## src/rtl/mem_dump_pkg.sv

```systemverilog
// Shared definitions for the data-memory dump reader: FSM state encoding and default widths.
package mem_dump_pkg;

    localparam int DEFAULT_ADDR_WIDTH = 6;
    localparam int DEFAULT_DATA_WIDTH = 32;

    typedef enum logic [2:0] {
        IDLE   = 3'd0,
        READ   = 3'd1,
        WAIT   = 3'd2,
        SEND   = 3'd3,
        FINISH = 3'd4
    } state_t;

endpackage

```

## src/rtl/mem_dump_reader_if.sv

```systemverilog
// Bundles the synchronous memory read port and the address/data output stream of the dump reader.
interface mem_dump_reader_if
    import mem_dump_pkg::*;
#(
    parameter int ADDR_WIDTH = DEFAULT_ADDR_WIDTH,
    parameter int DATA_WIDTH = DEFAULT_DATA_WIDTH
);
    logic                  mem_read_en;
    logic [ADDR_WIDTH-1:0] mem_addr;
    logic [DATA_WIDTH-1:0] mem_read_data;
    logic                  out_valid;
    logic                  out_ready;
    logic [ADDR_WIDTH-1:0] out_addr;
    logic [DATA_WIDTH-1:0] out_data;
    logic                  out_last;

    // The reader drives the memory port and the stream; memory and consumer sit on the slave side.
    modport master (
        output mem_read_en, mem_addr, out_valid, out_addr, out_data, out_last,
        input  mem_read_data, out_ready
    );

    modport slave (
        input  mem_read_en, mem_addr, out_valid, out_addr, out_data, out_last,
        output mem_read_data, out_ready
    );
endinterface

```

## src/rtl/mem_dump_reader.sv

```systemverilog
// Walks a word range of data memory through a one-cycle-latency read port and streams each
// word out as an address/data beat, pulsing done when the range is exhausted.
module mem_dump_reader
    import mem_dump_pkg::*;
#(
    parameter int ADDR_WIDTH = DEFAULT_ADDR_WIDTH,
    parameter int DATA_WIDTH = DEFAULT_DATA_WIDTH
) (
    input  logic                  clk,
    input  logic                  reset,
    input  logic                  start,
    input  logic [ADDR_WIDTH-1:0] base_addr,
    input  logic [ADDR_WIDTH:0]   word_count,
    mem_dump_reader_if.master     bus,
    output logic                  busy,
    output logic                  done
);

    localparam logic [ADDR_WIDTH:0] ONE = (ADDR_WIDTH + 1)'(1);

    state_t                state;
    logic [ADDR_WIDTH-1:0] cur_addr;
    logic [ADDR_WIDTH:0]   remaining;

    // Every output is a register loaded on the transition into the state that owns it.
    always_ff @(posedge clk) begin
        if (reset) begin
            state           <= IDLE;
            cur_addr        <= '0;
            remaining       <= '0;
            bus.mem_read_en <= 1'b0;
            bus.mem_addr    <= '0;
            bus.out_valid   <= 1'b0;
            bus.out_addr    <= '0;
            bus.out_data    <= '0;
            bus.out_last    <= 1'b0;
            busy            <= 1'b0;
            done            <= 1'b0;
        end else begin
            bus.mem_read_en <= 1'b0;
            done            <= 1'b0;
            case (state)
                IDLE: begin
                    if (start) begin
                        busy <= 1'b1;
                        if (word_count != '0) begin
                            cur_addr        <= base_addr;
                            remaining       <= word_count;
                            bus.mem_read_en <= 1'b1;
                            bus.mem_addr    <= base_addr;
                            state           <= READ;
                        end else begin
                            done  <= 1'b1;
                            state <= FINISH;
                        end
                    end
                end
                READ: begin
                    state <= WAIT;
                end
                WAIT: begin
                    bus.out_data  <= DATA_WIDTH'(bus.mem_read_data);
                    bus.out_addr  <= cur_addr;
                    bus.out_last  <= (remaining == ONE);
                    bus.out_valid <= 1'b1;
                    state         <= SEND;
                end
                SEND: begin
                    // Beat is held untouched until the consumer takes it.
                    if (bus.out_ready) begin
                        bus.out_valid <= 1'b0;
                        if (remaining > ONE) begin
                            remaining       <= remaining - ONE;
                            cur_addr        <= cur_addr + ADDR_WIDTH'(1);
                            bus.mem_read_en <= 1'b1;
                            bus.mem_addr    <= cur_addr + ADDR_WIDTH'(1);
                            state           <= READ;
                        end else begin
                            done  <= 1'b1;
                            state <= FINISH;
                        end
                    end
                end
                FINISH: begin
                    busy  <= 1'b0;
                    state <= IDLE;
                end
                default: begin
                    busy  <= 1'b0;
                    state <= IDLE;
                end
            endcase
        end
    end

endmodule

```

## src/flat_wrapper.sv

```systemverilog
// flat-port wrapper written by rule: the top's interface ports become plain ports
module mem_dump_reader_flat import mem_dump_pkg::*;
#(
    parameter int ADDR_WIDTH = DEFAULT_ADDR_WIDTH,
    parameter int DATA_WIDTH = DEFAULT_DATA_WIDTH
)
  (clk, reset, start, base_addr, word_count, busy, done, bus_mem_read_en, bus_mem_addr, bus_out_valid, bus_out_addr, bus_out_data, bus_out_last, bus_mem_read_data, bus_out_ready);
  mem_dump_reader_if #(.ADDR_WIDTH(ADDR_WIDTH), .DATA_WIDTH(DATA_WIDTH)) bus_i ();
  input  logic clk;
  input  logic reset;
  input  logic start;
  input  logic [ADDR_WIDTH-1:0] base_addr;
  input  logic [ADDR_WIDTH:0] word_count;
  output logic busy;
  output logic done;
  output wire logic [$bits(bus_i.mem_read_en)-1:0] bus_mem_read_en;
  output wire logic [$bits(bus_i.mem_addr)-1:0] bus_mem_addr;
  output wire logic [$bits(bus_i.out_valid)-1:0] bus_out_valid;
  output wire logic [$bits(bus_i.out_addr)-1:0] bus_out_addr;
  output wire logic [$bits(bus_i.out_data)-1:0] bus_out_data;
  output wire logic [$bits(bus_i.out_last)-1:0] bus_out_last;
  input wire logic [$bits(bus_i.mem_read_data)-1:0] bus_mem_read_data;
  input wire logic [$bits(bus_i.out_ready)-1:0] bus_out_ready;
  assign bus_mem_read_en = bus_i.mem_read_en;
  assign bus_mem_addr = bus_i.mem_addr;
  assign bus_out_valid = bus_i.out_valid;
  assign bus_out_addr = bus_i.out_addr;
  assign bus_out_data = bus_i.out_data;
  assign bus_out_last = bus_i.out_last;
  assign bus_i.mem_read_data = bus_mem_read_data;
  assign bus_i.out_ready = bus_out_ready;
  mem_dump_reader #(.ADDR_WIDTH(ADDR_WIDTH), .DATA_WIDTH(DATA_WIDTH)) u_core (.clk(clk), .reset(reset), .start(start), .base_addr(base_addr), .word_count(word_count), .bus(bus_i), .busy(busy), .done(done));
endmodule
```

## config.mk

```make
export PLATFORM = sky130hd
export DESIGN_NAME = mem_dump_reader_flat
export DESIGN_NICKNAME = d
export VERILOG_FILES = /design/src/rtl/mem_dump_pkg.sv /design/src/rtl/mem_dump_reader_if.sv /design/src/rtl/mem_dump_reader.sv /design/src/flat_wrapper.sv
export SDC_FILE = /design/constraint.sdc
export NUM_CORES = 1
export LEC_CHECK = 0
export ABC_AREA = 1
export BUFFER_PORTS_ARGS = -buffer_cell sky130_fd_sc_hd__buf_2
export CAP_MARGIN = 0
export CORE_UTILIZATION = 40
export CTS_CLUSTER_SIZE = 30
export DETAILED_ROUTE_END_ITERATION = 7
export GPL_ROUTABILITY_DRIVEN = 0
export PLACE_DENSITY = 0.69
export SLEW_MARGIN = 30
export SYNTH_ARGS = -nofsm -noshare
export SYNTH_HDL_FRONTEND = slang
export SYNTH_SLANG_ARGS = --single-unit
```

## constraint.sdc

```tcl
create_clock -name clk -period 1.28 [get_ports clk]
set_clock_uncertainty 0.05 [all_clocks]
set_input_delay 0.128 -clock clk [delete_from_list [all_inputs] [get_ports clk]]
set_output_delay 0.128 -clock clk [all_outputs]
set_load 0.1 [all_outputs]
```

==> results_dict.tcl <==
set metrics [dict create \
    drt_wl_total_um 10700 \
    startpoint_type "register" \
    syn_avg_cell_area_um2 7.11 \
    vias_per_cell 5.23 \
    yosysSeqAreaShare_pct 46.7 \
    rsz0062_at_grt "true" \
    postLayoutCoreUtil_pct 83.4 \
    cts_buffers 9 \
    syn_nets 408 \
    critical_path_buf_inv_count 3 \
    syn_area_um2 2530 \
    finalSetupTns_ps -7240 \
    die_x_um 81.6 \
    first_global_vias 3058 \
    finalSetupViolCount 55 \
    antenna_found_initial 0 \
    syn_to_final_growth_pct 98.5 \
    clk_pin_slew_ps 70 \
    dp.cells 546 \
    root_buffer "clkbuf_8" \
    drive_gt1_share_pct 61.9 \
    critPathArrivalTime_ps 1710 \
    powerDensity_nw_per_um2 2640 \
    cap_violations 0 \
    first_pass_iters 4 \
    cp_max_fo 7 \
    seqCellArea_um2 1270 \
    fillers 313 \
    crit_type "reg -> reg" \
    dieArea_um2 6650 \
    cts.sinks 59 \
    slowest_delay_ps 350 \
    rows 28 \
    initial_core_util_pct 42.0 \
    setup.worst_path.end_class "register" \
    final_cell_mix "65 x nor2_1, 50 x buf_2, 48 x dfxtp_2" \
    vias 3205 \
    core_um2 6030 \
    critPathRequiredTime_ps 1470 \
    path_cells "inv_4, ha_4, inv_2, nor2_2, nand3_2, nand3_4, nand2_8, buf_6, a21oi_2, nor2_1" \
    track_usage_pct 29.5 \
    clkLatencyLatePin_ps 350 \
    critical-path-slowest-cell "dfxtp_2" \
    maxSlewViolCount 0 \
    antenna_left 0 \
    io-pin-count 98 \
    synth_warnings 0 \
    dpl.hpwl_um 4720 \
    hp-class "in -> reg" \
    place_ws_ps -174 \
    tritoncts "built" \
    multi_input_area_um2 1720 \
    fin_ws_ps -237 \
    whs_ps 33.1 \
    finalHoldViolCount 0 \
    period_share_pct 119 \
    final.min_clock_period_ps 1520 \
    leakage_nw 2.22 \
    status "finished with violations" \
    synth_cells 356 \
    synth-seq-cells 59 \
    fin_cells 613 \
    fp.dieH_um 81.6 \
    diodes 0 \
    fin_area_um2 5020 \
    wl_per_cell_um 17.5 \
    layout_commonest_cell "nor2_1" \
    ir_drop_mv 2.54 \
    gr-total-overflow 0 \
    tightest_slew_ps 484 \
    power.total_mw 13.2 \
    drt_iter0_markers 172 \
    slew_headroom_pct 67.9 \
    portBuffers 97 \
    fmax_mhz 659 \
    place_area_um2 3500 \
    cts_buffer_depth 2 \
    synth.distinct_cells 25 \
    violations "setup timing" \
    grt_pass1_wl_um 14500 \
    drcViolationCount 0 \
    grt_max_degree 39 \
    h-tree-depth 3 \
    fin_nets 585 \
    crit_family "simple AND/OR/NAND/NOR gates" \
]
-- worst min-delay path, delay by kind of cell --
family	cells	cell delay (ps)
buffers and inverters	1	140
and+or+nand+nor	1	70
AOI/OAI and AO/OA	1	60
-- sequential cells by signal, indices dropped and copies added, names as in the netlist --
signal	flops
u_core.bus.out_data	32
u_core.busy	1
u_core.bus.mem_read_en	1
u_core.bus.out_addr	6
u_core.bus.mem_addr	6
u_core.bus.out_valid	1
u_core.done	1
u_core.bus.out_last	1
u_core.state	3
u_core.remaining	7
-- path summary, 6_finish.rpt --
check / start / endpoint / slack (ps) / cells past startpoint
worst max-delay path: u_core.remaining[1] / u_core.remaining[4] / -240 / 10
worst min register to register: u_core.busy / u_core.busy / 420 / 2
worst max register to register: u_core.remaining[1] / u_core.remaining[4] / -240 / 10
worst min-delay path: start / u_core.busy / 30 / 3
-- routing by layer --
metal | share of wire (%) | vias up | GRT usage [%]
met3 | 5.9 | 31 | 7.89
met1 | 37 | 1513 | 33.1
met4 | 3.0 | 0 | 12.1
li1 | - | 1511 | -
met5 | 0 | - | 0
met2 | 54 | 150 | 52.5
-- cell usage after synthesis --
master / count / area [um2]
buf_6: 3 / 33.8
buf_2: 5 / 25.0
inv_2: 2 / 7.51
nand3_2: 4 / 40.0
nor3_4: 1 / 16.3
clkbuf_1: 10 / 37.5
nand2_2: 2 / 12.5
dfxtp_1: 59 / 1180
a21oi_1: 8 / 40.0
inv_1: 20 / 75.1
nor2_1: 112 / 420
o21ai_1: 2 / 10.0
o21ai_0: 57 / 285
nand2_1: 46 / 173
a31oi_1: 2 / 12.5
nand4_1: 1 / 6.26
xnor2_1: 2 / 17.5
a22oi_1: 1 / 7.51
nand2_4: 1 / 11.3
xor2_1: 1 / 8.76
or2_2: 1 / 6.26
o22ai_1: 1 / 6.26
nor3_1: 2 / 10.0
nand3_1: 10 / 50.1
ha_1: 3 / 37.5
-- power breakdown --
group          switching (mW)  total, mW  internal (mW)  leakage (nW)
Clock                   0.809       2.22           1.41         0.126
Sequential              0.537       3.04           2.50         0.508
Combinational            5.51       7.99           2.47          1.58
Total                    6.86       13.2           6.39          2.22
-- repair_timing --
item | in CTS | in global routing
pin swaps | 23 | 29
hold buffers | 32 | 0
setup endpoints to repair | 60 | 94
hold endpoints to repair | 32 | 0
cloned | 7 | 1
gates resized for setup | 103 | 142
setup buffers | 15 | 4
-- final cells by class --
cell class | instances | share of cell area, %
clock buffers | 12 | 3.11
clock inverters | 4 | 1.89
inverters | 22 | 2.09
multi-input cells | 257 | 34.2
flip-flops and latches | 59 | 25.2
well taps | 75 | 1.87
repair buffers | 184 | 31.6
-- logic make-up after synthesis --
family,after synthesis,share of synthesized area (%)
simple gates,180,29.5
compound gates,71,14.3
flops,59,46.7
fa+ha+maj,3,1.48
buf+inv,40,7.07
xor+xnor,3,1.04
No activity file was read; power rests on OpenSTA's default activity.
